`src/rtl/binary_query_seq_pkg.sv`:
```
// rtl/binary_query_seq_pkg.sv - shared types and defaults for the binary query sequencer
//
// Purpose : FSM state encoding and the SEQ_LEN/ADDR_W/RD_LAT/OUT_W defaults shared
//           between the sequencer and the XOR/popcount datapath.
// Ports   : none (package).

package binary_query_seq_pkg;

    localparam int SEQ_LEN_DEF = 30;
    localparam int ADDR_W_DEF  = 5;
    localparam int RD_LAT_DEF  = 1;
    localparam int OUT_W_DEF   = 16;

    typedef enum logic [2:0] {
        ST_IDLE  = 3'd0,
        ST_CLEAR = 3'd1,
        ST_RUN   = 3'd2,
        ST_DRAIN = 3'd3,
        ST_DONE  = 3'd4
    } state_e;

    // States in which a datapath result belongs to the current query.
    function automatic logic is_capture_state(input state_e s);
        return (s == ST_CLEAR) || (s == ST_RUN) || (s == ST_DRAIN);
    endfunction

endpackage

```
`src/rtl/binary_query_seq_if.sv`:
```
// rtl/binary_query_seq_if.sv - control, operand-read, datapath and result-write bundle
//
// Purpose : groups the sequencer's handshake and buffer signals.
// Signals : start/abort/hold (controller -> seq), busy/done/err_ovf (seq -> controller),
//           rd_en/rd_addr (operand buffer), dp_clr/dp_valid/dp_out/dp_out_valid (datapath),
//           res_wr_en/res_wr_addr/res_wr_data (result buffer).
// Modports: master = sequencer side, slave = surrounding layer/datapath side.

interface binary_query_seq_if
    import binary_query_seq_pkg::*;
#(
    parameter int ADDR_W = ADDR_W_DEF,
    parameter int OUT_W  = OUT_W_DEF
);

    logic              start;
    logic              abort;
    logic              hold;
    logic              busy;
    logic              done;
    logic              rd_en;
    logic [ADDR_W-1:0] rd_addr;
    logic              dp_clr;
    logic              dp_valid;
    logic [OUT_W-1:0]  dp_out;
    logic              dp_out_valid;
    logic              res_wr_en;
    logic [ADDR_W-1:0] res_wr_addr;
    logic [OUT_W-1:0]  res_wr_data;
    logic              err_ovf;

    modport master (
        input  start, abort, hold, dp_out, dp_out_valid,
        output busy, done, rd_en, rd_addr, dp_clr, dp_valid,
               res_wr_en, res_wr_addr, res_wr_data, err_ovf
    );

    modport slave (
        output start, abort, hold, dp_out, dp_out_valid,
        input  busy, done, rd_en, rd_addr, dp_clr, dp_valid,
               res_wr_en, res_wr_addr, res_wr_data, err_ovf
    );

endinterface

```
`src/rtl/binary_query_seq_valid_pipe.sv`:
```
// rtl/binary_query_seq_valid_pipe.sv - DEPTH-stage valid shift register with sync clear
//
// Purpose : delays the operand read strobe by the buffer read latency so the datapath
//           valid lines up with the read data.
// Ports   : clk, rst_n (async, active-low), clr_i (sync clear of all stages),
//           d_i (strobe in), q_o (strobe delayed DEPTH cycles).

module binary_query_seq_valid_pipe #(
    parameter int DEPTH = 1
) (
    input  logic clk,
    input  logic rst_n,
    input  logic clr_i,
    input  logic d_i,
    output logic q_o
);

    logic [DEPTH-1:0] sh_q;

    if (DEPTH == 1) begin : g_one
        always_ff @(posedge clk or negedge rst_n) begin
            if (!rst_n) begin
                sh_q <= '0;
            end else if (clr_i) begin
                sh_q <= '0;
            end else begin
                sh_q <= d_i;
            end
        end
    end else begin : g_multi
        always_ff @(posedge clk or negedge rst_n) begin
            if (!rst_n) begin
                sh_q <= '0;
            end else if (clr_i) begin
                sh_q <= '0;
            end else begin
                sh_q <= {sh_q[DEPTH-2:0], d_i};
            end
        end
    end

    assign q_o = sh_q[DEPTH-1];

endmodule

```
`src/rtl/binary_query_seq.sv`:
```
// rtl/binary_query_seq.sv - query sequencer for the binary XOR/popcount aggregation datapath
//
// Purpose : on start clears the datapath accumulators, issues SEQ_LEN operand reads,
//           raises the datapath valid RD_LAT cycles after each read, and writes each
//           datapath result into the result buffer. Reports busy/done upward.
// Ports   : clk, rst_n (async, active-low)
//           bus (binary_query_seq_if.master):
//             start/abort/hold in, busy/done/err_ovf out,
//             rd_en/rd_addr out, dp_clr/dp_valid out, dp_out/dp_out_valid in,
//             res_wr_en/res_wr_addr/res_wr_data out.

module binary_query_seq
    import binary_query_seq_pkg::*;
#(
    parameter int SEQ_LEN = SEQ_LEN_DEF,
    parameter int ADDR_W  = ADDR_W_DEF,
    parameter int RD_LAT  = RD_LAT_DEF,
    parameter int OUT_W   = OUT_W_DEF
) (
    input  logic              clk,
    input  logic              rst_n,
    binary_query_seq_if.master bus
);

    // One extra bit so a full count (== SEQ_LEN) is distinguishable from any address.
    localparam int CNT_W = ADDR_W + 1;
    localparam logic [CNT_W-1:0] CNT_LAST = CNT_W'(SEQ_LEN - 1);
    localparam logic [CNT_W-1:0] CNT_FULL = CNT_W'(SEQ_LEN);
    localparam logic [CNT_W-1:0] CNT_ONE  = CNT_W'(1);

    state_e            state_q, state_d;
    logic [CNT_W-1:0]  issue_cnt_q, issue_cnt_d;
    logic [CNT_W-1:0]  wr_cnt_q, wr_cnt_d;
    logic              res_wr_en_q, res_wr_en_d;
    logic [ADDR_W-1:0] res_wr_addr_q, res_wr_addr_d;
    logic [OUT_W-1:0]  res_wr_data_q, res_wr_data_d;
    logic              err_ovf_q, err_ovf_d;

    logic issue;
    logic capture;
    logic dp_valid;

    always_comb begin
        state_d       = state_q;
        issue_cnt_d   = issue_cnt_q;
        wr_cnt_d      = wr_cnt_q;
        res_wr_en_d   = 1'b0;
        res_wr_addr_d = res_wr_addr_q;
        res_wr_data_d = res_wr_data_q;
        err_ovf_d     = err_ovf_q;

        issue   = (state_q == ST_RUN) && !bus.hold;
        capture = bus.dp_out_valid && is_capture_state(state_q) && (wr_cnt_q != CNT_FULL);

        if (issue) begin
            issue_cnt_d = issue_cnt_q + CNT_ONE;
        end

        if (capture) begin
            res_wr_en_d   = 1'b1;
            res_wr_addr_d = wr_cnt_q[ADDR_W-1:0];
            res_wr_data_d = bus.dp_out;
            wr_cnt_d      = wr_cnt_q + CNT_ONE;
        end else if (bus.dp_out_valid) begin
            // A result with nowhere to go: outside a query or after the last slot.
            err_ovf_d = 1'b1;
        end

        case (state_q)
            ST_IDLE: begin
                if (bus.start) begin
                    state_d     = ST_CLEAR;
                    issue_cnt_d = '0;
                    wr_cnt_d    = '0;
                end
            end
            ST_CLEAR: state_d = ST_RUN;
            ST_RUN: begin
                if (issue && (issue_cnt_q == CNT_LAST)) begin
                    state_d = ST_DRAIN;
                end
            end
            ST_DRAIN: begin
                // wr_cnt reaches FULL in the cycle the last write is on the bus.
                if (wr_cnt_q == CNT_FULL) begin
                    state_d = ST_DONE;
                end
            end
            ST_DONE: state_d = ST_IDLE;
            default: state_d = ST_IDLE;
        endcase

        // Abort overrides everything, including a start in IDLE.
        if (bus.abort) begin
            state_d     = ST_IDLE;
            issue_cnt_d = '0;
            wr_cnt_d    = '0;
            res_wr_en_d = 1'b0;
        end
    end

    always_ff @(posedge clk or negedge rst_n) begin
        if (!rst_n) begin
            state_q       <= ST_IDLE;
            issue_cnt_q   <= '0;
            wr_cnt_q      <= '0;
            res_wr_en_q   <= 1'b0;
            res_wr_addr_q <= '0;
            res_wr_data_q <= '0;
            err_ovf_q     <= 1'b0;
        end else begin
            state_q       <= state_d;
            issue_cnt_q   <= issue_cnt_d;
            wr_cnt_q      <= wr_cnt_d;
            res_wr_en_q   <= res_wr_en_d;
            res_wr_addr_q <= res_wr_addr_d;
            res_wr_data_q <= res_wr_data_d;
            err_ovf_q     <= err_ovf_d;
        end
    end

    // The valid pipe only follows rd_en; hold never stalls it.
    binary_query_seq_valid_pipe #(
        .DEPTH (RD_LAT)
    ) u_valid_pipe (
        .clk   (clk),
        .rst_n (rst_n),
        .clr_i (bus.abort),
        .d_i   (issue),
        .q_o   (dp_valid)
    );

    assign bus.busy        = (state_q != ST_IDLE);
    assign bus.done        = (state_q == ST_DONE);
    assign bus.dp_clr      = (state_q == ST_CLEAR);
    assign bus.rd_en       = issue;
    assign bus.rd_addr     = issue_cnt_q[ADDR_W-1:0];
    assign bus.dp_valid    = dp_valid;
    assign bus.res_wr_en   = res_wr_en_q;
    assign bus.res_wr_addr = res_wr_addr_q;
    assign bus.res_wr_data = res_wr_data_q;
    assign bus.err_ovf     = err_ovf_q;

endmodule

```
`src/flat_wrapper.sv`:
```
// flat-port wrapper written by rule: the top's interface ports become plain ports
module binary_query_seq_flat import binary_query_seq_pkg::*;
#(
    parameter int SEQ_LEN = SEQ_LEN_DEF,
    parameter int ADDR_W  = ADDR_W_DEF,
    parameter int RD_LAT  = RD_LAT_DEF,
    parameter int OUT_W   = OUT_W_DEF
)
  (clk, rst_n, bus_start, bus_abort, bus_hold, bus_dp_out, bus_dp_out_valid, bus_busy, bus_done, bus_rd_en, bus_rd_addr, bus_dp_clr, bus_dp_valid, bus_res_wr_en, bus_res_wr_addr, bus_res_wr_data, bus_err_ovf);
  binary_query_seq_if #(.ADDR_W(ADDR_W), .OUT_W(OUT_W)) bus_i ();
  input  logic clk;
  input  logic rst_n;
  input wire logic [$bits(bus_i.start)-1:0] bus_start;
  input wire logic [$bits(bus_i.abort)-1:0] bus_abort;
  input wire logic [$bits(bus_i.hold)-1:0] bus_hold;
  input wire logic [$bits(bus_i.dp_out)-1:0] bus_dp_out;
  input wire logic [$bits(bus_i.dp_out_valid)-1:0] bus_dp_out_valid;
  output wire logic [$bits(bus_i.busy)-1:0] bus_busy;
  output wire logic [$bits(bus_i.done)-1:0] bus_done;
  output wire logic [$bits(bus_i.rd_en)-1:0] bus_rd_en;
  output wire logic [$bits(bus_i.rd_addr)-1:0] bus_rd_addr;
  output wire logic [$bits(bus_i.dp_clr)-1:0] bus_dp_clr;
  output wire logic [$bits(bus_i.dp_valid)-1:0] bus_dp_valid;
  output wire logic [$bits(bus_i.res_wr_en)-1:0] bus_res_wr_en;
  output wire logic [$bits(bus_i.res_wr_addr)-1:0] bus_res_wr_addr;
  output wire logic [$bits(bus_i.res_wr_data)-1:0] bus_res_wr_data;
  output wire logic [$bits(bus_i.err_ovf)-1:0] bus_err_ovf;
  assign bus_i.start = bus_start;
  assign bus_i.abort = bus_abort;
  assign bus_i.hold = bus_hold;
  assign bus_i.dp_out = bus_dp_out;
  assign bus_i.dp_out_valid = bus_dp_out_valid;
  assign bus_busy = bus_i.busy;
  assign bus_done = bus_i.done;
  assign bus_rd_en = bus_i.rd_en;
  assign bus_rd_addr = bus_i.rd_addr;
  assign bus_dp_clr = bus_i.dp_clr;
  assign bus_dp_valid = bus_i.dp_valid;
  assign bus_res_wr_en = bus_i.res_wr_en;
  assign bus_res_wr_addr = bus_i.res_wr_addr;
  assign bus_res_wr_data = bus_i.res_wr_data;
  assign bus_err_ovf = bus_i.err_ovf;
  binary_query_seq #(.SEQ_LEN(SEQ_LEN), .ADDR_W(ADDR_W), .RD_LAT(RD_LAT), .OUT_W(OUT_W)) u_core (.clk(clk), .rst_n(rst_n), .bus(bus_i));
endmodule
```
`config.mk`:
```
export PLATFORM = sky130hd
export DESIGN_NAME = binary_query_seq_flat
export DESIGN_NICKNAME = d
export VERILOG_FILES = /design/src/rtl/binary_query_seq_pkg.sv /design/src/rtl/binary_query_seq_if.sv /design/src/rtl/binary_query_seq_valid_pipe.sv /design/src/rtl/binary_query_seq.sv /design/src/flat_wrapper.sv
export SDC_FILE = /design/constraint.sdc
export NUM_CORES = 1
export LEC_CHECK = 0
export CAP_MARGIN = 10
export CORE_MARGIN = 4
export CORE_UTILIZATION = 41
export CTS_CLUSTER_SIZE = 25
export DETAILED_ROUTE_END_ITERATION = 8
export PLACE_DENSITY_LB_ADDON = 0.3
export REMOVE_ABC_BUFFERS = 1
export SLEW_MARGIN = 20
export SYNTH_ARGS = -nofsm -noshare
export SYNTH_HDL_FRONTEND = slang
export SYNTH_SLANG_ARGS = --single-unit
```
`constraint.sdc`:
```
create_clock -name clk -period 1.6 [get_ports clk]
set_input_delay 0.16 -clock clk [delete_from_list [all_inputs] [get_ports clk]]
set_output_delay 0.16 -clock clk [all_outputs]
set_load 0.05 [all_outputs]
```
; Word-level counts from Yosys, hierarchy flattened
; Index checks and enable logic that the tools add are counted.
; Widths: inputs -> output; s select.
[word_totals]
input_bits = 22
reg_bits = 39
[classes]
n_mux = 16
reduce_logical = 11
n_addsub = 2
bitwise_logic = 1
n_eq_ne = 10
[op_table]
columns = cell, count
row1 = $mux 6, 8
row2 = $add 6x1->6 const B, 2
row3 = $eq 6x5->1 const B, 2
row4 = $mux 3, 4
row5 = $pmux 3 s4, 1
row6 = $ne 3x3->1 const B, 3
row7 = $eq 3x2->1 const B, 2
row8 = $ne 6x5->1 const B, 1
row9 = $logic_and 1x1->1, 4
row10 = $eq 3x1->1 const B, 1
row11 = $eq 3x3->1 const B, 1
row12 = $logic_not 3->1, 1
row13 = $mux 1, 3
row14 = $reduce_and 3->1, 1
row15 = $reduce_bool 3->1, 1
row16 = $logic_or 1x1->1, 2
row17 = $reduce_and 2->1, 1
row18 = $logic_not 1->1, 1
row19 = $not 1->1, 1

; Logic depth before layout (Yosys ltp)
[logic_depth]
ltp_word = 9
depth_mapped = 7
depth_no_buf = 6

; Hierarchy
; Synthesis repeated with hierarchy kept, for this count alone.
[unflattened]
cells_unflattened = 145
hier_area_um2 = 1759.2
[by_module_without_submodules]
columns = mod, area_each_um2, cells_each, seq_area_each_um2, n_inst
row1 = binary_query_seq, 1720.4, 143, 950.9, 1
row2 = binary_query_seq_valid_pipe, 38.8, 2, 25.0, 1

; Least setup slack after synthesis
; Ideal clock, no wire load.
[synth_path]
path_kind = reg2reg
from = register u_core.state_q[0]
to = register u_core.issue_cnt_q[5]
setup_slack_ns = -0.251
arrival_time_ns = 1.729
synth_period_minus_slack_ns = 1.851
stages_incl_launch_ff = 6
path_buffers = 1
path_cell_list = dfrtp_1 -> buf_4 -> nor4b_4 -> nand4_1 -> xor2_1 -> nor2_1
[synth_between]
elab_chain_len = 6
[synth_rtl]
columns = item, line
row1 = start: declaration, binary_query_seq.sv:31  ; state_e state_q, state_d;
row2 = start signal: assignment, binary_query_seq.sv:112  ; state_q <= state_d;
row3 = $eq 3x2->1 *, binary_query_seq.sv:52  ; issue = (state_q == ST_RUN) && !bus.hold;
row4 = $logic_and 1x1->1 *, binary_query_seq.sv:52
row5 = via bus_rd_en, flat_wrapper.sv:20  ; output wire logic [$bits(bus_i.rd_en)-1:0] bus_rd_en;
row6 = $mux 6 *, binary_query_seq.sv:55  ; if (issue) begin
row7 = $mux 6, binary_query_seq.sv:71  ; if (bus.start) begin
row8 = $mux 6 *, binary_query_seq.sv:69  ; case (state_q)
row9 = $mux 6 *, binary_query_seq.sv:94  ; if (bus.abort) begin
row10 = via u_core.issue_cnt_d[5], binary_query_seq.sv:32  ; logic [CNT_W-1:0] issue_cnt_q, issue_cnt_d;
row11 = end signal: assignment, binary_query_seq.sv:113  ; issue_cnt_q <= issue_cnt_d;
row12 = end: declaration, binary_query_seq.sv:32
; Mark *: on every way through the listed nets, which the timed path passes. The rest lies on a longest branch.
; A chain may end at the register's enable or synchronous reset.

; Worst setup path in the final report
[layout_path]
from = register u_core.wr_cnt_q[1]
to = register u_core.wr_cnt_q[3]
[layout_between]
elab_chain_len = 6
[layout_rtl]
columns = item, line
row1 = start: declaration, binary_query_seq.sv:33  ; logic [CNT_W-1:0] wr_cnt_q, wr_cnt_d;
row2 = start signal: assignment, binary_query_seq.sv:114  ; wr_cnt_q <= wr_cnt_d;
row3 = branches (longest 2 deep; another with $add 6x1->6), --
row4 = $mux 6 *, binary_query_seq.sv:59  ; if (capture) begin
row5 = $mux 6, binary_query_seq.sv:71
row6 = $mux 6 *, binary_query_seq.sv:69
row7 = $mux 6 *, binary_query_seq.sv:94
row8 = via u_core.wr_cnt_d[3], binary_query_seq.sv:33
; Mark *: on every way through the listed nets, which the timed path passes.

==> flow_results.org <==
** Run status
- The flow ran to the end, but the final reports show violations.
- The checks that failed: setup timing.

** Drt
- Sum of met3 wire segment lengths after detailed routing :: 334 µm
- The final route contains 1524 vias.
- Pre-antenna DRT Iters :: 4
- Final wirelength :: 4171 µm
- Dividing the detail-routed wire length by the instance count gives 13.45 µm.
- The count of nets left with antenna violations once routing finished came out at 0.
- The detailed router finished its first iteration with 115 violations.
- After detailed routing, the number of remaining DRC violations is 0.
- Post-DR vias/cell :: 4.916
- Summed over all nets, wire length on met2 after detailed routing comes to 1978 µm.
- Highest layer used for signal routing :: met4
- After detailed routing, the wire length on met1 is 1799 µm.

** Global route
- Overflow left after global routing :: 0
- Antenna violations before repair :: 0
- First-pass GRT wire length :: 6513 µm
- Maximum number of pins on one net before global-route repair :: 32
- For this run, the total global-route usage over all layers was measured as 0.1573.
- The via count of the first global-routing pass is 1473.

** Final layout
- The finished cells cover 2735 µm².
- Counting the fill cells in the layout gives 329.
- Growth of design area from synthesis to finish :: 54.71%
- Fraction of layout cells with a size suffix above 1 :: 0.3692
- The number of antenna diodes in the final layout is 0.
- The final layout contains 285 nets.

** Logic synthesis
- Number of instances in the synthesized netlist :: 182
- In this run, synthesis inferred 0 flip-flops with an integrated enable.
- Top cells by area, synth :: sky130_fd_sc_hd__dfrtp_1 55%, sky130_fd_sc_hd__nand2_1 12%, sky130_fd_sc_hd__nor2_1 3.4%
- Share of synthesized area occupied by flip-flops and latches :: 0.5520
- Area of the mapped netlist :: 1768 µm²
- Leading cell type by number of instances after synthesis :: sky130_fd_sc_hd__nand2_1
- Counting flops with an async set or reset pin after synthesis yields a share of 1.000.
- Most instantiated cells after synthesis :: 56 x sky130_fd_sc_hd__nand2_1, 39 x sky130_fd_sc_hd__dfrtp_1, 16 x sky130_fd_sc_hd__nor2_1
- Each instance of the synthesized netlist takes up on average 9.714 µm².
- Area share of the largest cell type after synthesis :: 0.5520
- The largest total area in the synthesized netlist belongs to sky130_fd_sc_hd__dfrtp_1.
- The Yosys step of the flow raised 0 warnings.
- Counting distinct cell types in the post-synthesis netlist gives 34.
- In the synthesized netlist the dominant register cell turns out to be sky130_fd_sc_hd__dfrtp_1.
- Number of storage elements in the synthesis netlist :: 39

** Hold path
- The startpoint identified for the worst hold timing path is bus_dp_out[13].
- Worst Hold End :: u_core.bus.res_wr_data[13]
- The worst hold path passes through 3 cells.
- Type of the most critical hold path :: input pin to register

** Worst setup path
- Peak per-stage delay on the critical path :: 410 ps
- Critical setup path kind :: register to register
- Terminus of the critical flop-to-flop path :: u_core.wr_cnt_q[3]
- Category of the worst setup path capture point :: register
- Data arrives at the worst endpoint at 1930 ps.
- Crit Reg-Reg Startpoint :: u_core.wr_cnt_q[1]
- Counting cells, the worst reg-to-reg path comes to 5.
- At the worst endpoint, the required time is 1800 ps.
- Together, buffers and inverters on the worst path number 0.
- Walking the worst path, the cells encountered are ha_4 -> nor2b_4 -> a211o_4 -> or3_1 -> a21oi_1.
- Of all nets on the critical path, the largest fanout is 5.
- Among cell families on the critical path, the largest total delay comes from compound AO/OA/AOI/OAI gates.
- Reg2reg setup slack :: -130 ps
- Among all stages on the critical path, the largest delay is contributed by sky130_fd_sc_hd__dfrtp_1.
- The worst setup path is launched from a register.

** Clock network
- After clock tree synthesis, the clock-pin slew on the worst setup and hold paths is 70 ps.
- The later pin in the worst-skew pair is clocked with a latency of 290 ps.
- The clock passes through at most 2 buffers.
- Buffers inserted during clock tree synthesis total 5.
- The H-tree was split into 2 levels.
- In this run the clock root is driven by a sky130_fd_sc_hd__clkbuf_8.
- Sinks on Clock Net :: 39
- TritonCTS built the clock tree.

** Timing
- Across all setup checks in the final design, the least slack found is -129.4 ps.
- Unrepaired setup endpoints after global routing :: yes
- Count of pins over their slew limit :: 0
- Final hold violations :: 0
- Across all hold checks on the routed design, the worst slack comes to 385.0 ps.
- Post-layout minimum cycle time :: 1729 ps
- Measured against its own limit, the worst slew margin works out to 0.5449.
- Maximum operating frequency :: 578.2 MHz
- Total of endpoints with negative setup slack in the final report :: 2
- For the final database, setup skew stands at 4.466 ps.
- Of the available clock period, the critical path in the final layout requires 1.081.
- Slew @ Worst Pin :: 682.7 ps

** Power and ir drop
- Relative contribution of the clock network to total power :: 0.248
- Portion of total power attributed to sequential cells :: 0.369
- Switching pwr :: 0.001303 W
- Comb pwr share :: 0.383
- For this design the static power due to leakage is 1.317 nW.
- Net switching share of the total power :: 0.3819
- Internal power comes to 0.002109 W.
- Worst vdd ir :: 0.8836 mV
- Power density normalized to cell area :: 1247 nW/µm²

** Placed design
- Number of I/O port buffers :: 54
- Final HPWL DP :: 2818 µm
- Post-Place Worst Slack :: -79.83 ps
- At the end of routability-driven placement, the weighted congestion stood at 0.7560.
- DP Area :: 2412 µm²

** Die
- Horizontal die dimension :: 73.67 µm
- In this run the standard cell core region covers 4086 µm².
- Initial core utilization :: 0.4326
- In this run the count of I/O pins placed on the die edge is 55.
- Die Outline Area :: 5427 µm²
- Standard-cell row count :: 23
- The die is 73.67 µm tall.

** Job
- Max-cap check violation count :: 0
[kinds of logic (layout without fill, tap and decap cells)]
group | Yosys count | count (layout) | share of synthesized area
buffers and inverters | 16 | 94 | 0.04883
and+or+nand+nor | 95 | 95 | 0.2512
DFF | 39 | 39 | 0.5520
muxes | 1 | 1 | 0.005662
adders and majority gates | 4 | 4 | 0.02831
AOI/OAI and AO/OA | 21 | 21 | 0.08422
xor gates and xnor gates | 6 | 6 | 0.02972
[power by group through the flow]
| stage | logic (W) | registers [W] | clock network [W] |
|---|---|---|---|
| after floorplan | 0.000230 | 0.00177 | 0 |
| after global placement | 0.00121 | 0.00125 | 0 |
| after detailed placement | 0.00122 | 0.00125 | 0 |
| after CTS | 0.00125 | 0.00124 | 0.000861 |
| after global routing | 0.00139 | 0.00128 | 0.000905 |
| final | 0.00131 | 0.00126 | 0.000845 |
[metrics by stage]
step	power, W	std cells	util	setup TNS [ps]
2_1_floorplan	0.002003	170	-	-9977
3_3_place_gp	0.002463	294	0.5903	-39.44
3_5_place_dp	0.002476	294	0.5903	-507.3
4_1_cts	0.003352	306	0.6350	-156.0
5_1_grt	0.003573	310	0.6693	-578.7
6_report	0.003412	310	0.6693	-199.4
[placed cells by master, fill, tap and decap left out, drive strengths merged, types with 2 or more instances in the layout]
cell type / netlist / layout
a211oi: 3 / 3
a21oi: 3 / 3
a31oi: 2 / 2
and3: 3 / 3
buf: 9 / 59
clkbuf: 3 / 8
clkdlybuf4s50: 0 / 20
dfrtp: 39 / 39
ha: 4 / 4
inv: 4 / 4
nand2: 56 / 56
nand2b: 2 / 2
nand3: 3 / 3
nand4: 3 / 3
nor2: 16 / 16
nor2b: 2 / 2
o21ai: 7 / 7
o22a: 3 / 3
or3: 4 / 4
xnor2: 2 / 2
xor2: 4 / 4
[layer usage]
metal	up-vias	GRT usage
li1	746	-
met1	722	0.1905
met3	6	0.06156
met2	50	0.2549
met5	-	0
met4	0	0.05433
[how the worst max path moves through the flow]
stage,from,end,depth (start not counted)
2_1_floorplan,u_core.wr_cnt_q[0],u_core.wr_cnt_q[0],6
5_1_grt,u_core.wr_cnt_q[0],u_core.wr_cnt_q[3],6
3_3_place_gp,bus_dp_out_valid,u_core.wr_cnt_q[3],5
4_1_cts,u_core.state_q[0],bus_rd_en,4
6_report,u_core.wr_cnt_q[1],u_core.wr_cnt_q[3],5
3_5_place_dp,u_core.wr_cnt_q[0],u_core.wr_cnt_q[3],6
[tightest hold or removal path, stage by stage]
cell,delay (ps)
sky130_fd_sc_hd__clkdlybuf4s50_1,390
sky130_fd_sc_hd__nand2_1,50
sky130_fd_sc_hd__nand2_1,40
[final cells by class]
type                            instances  area (µm²)  share of cell area
Clock buffer                            6       82.58             0.03019
Clock inverter                          2       35.03             0.01281
Inverter                                4       15.01            0.005489
Multi-Input combinational cell        127       789.5              0.2887
Sequential cell                        39       977.2              0.3573
Tap cell                               50       62.56             0.02287
Timing Repair Buffer                   82       773.2              0.2827
[sequential cells by signal, summed over array words and instances, names as in the netlist]
register	flops
u_core.issue_cnt_q	6
u_core.state_q	3
u_core.bus.err_ovf	1
u_core.bus.res_wr_addr	5
u_core.bus.res_wr_en	1
u_core.u_valid_pipe.q_o	1
u_core.wr_cnt_q	6
u_core.bus.res_wr_data	16
[timing repair]
item,CTS,global route
pin swaps,4,15
buffers inserted,3,3
resized for setup,9,23
gates cloned,0,2
hold endpoints to repair,29,0
endpoints found under the setup margin,26,20
hold buffers,1,0
Power figures use the tool's default switching activity.
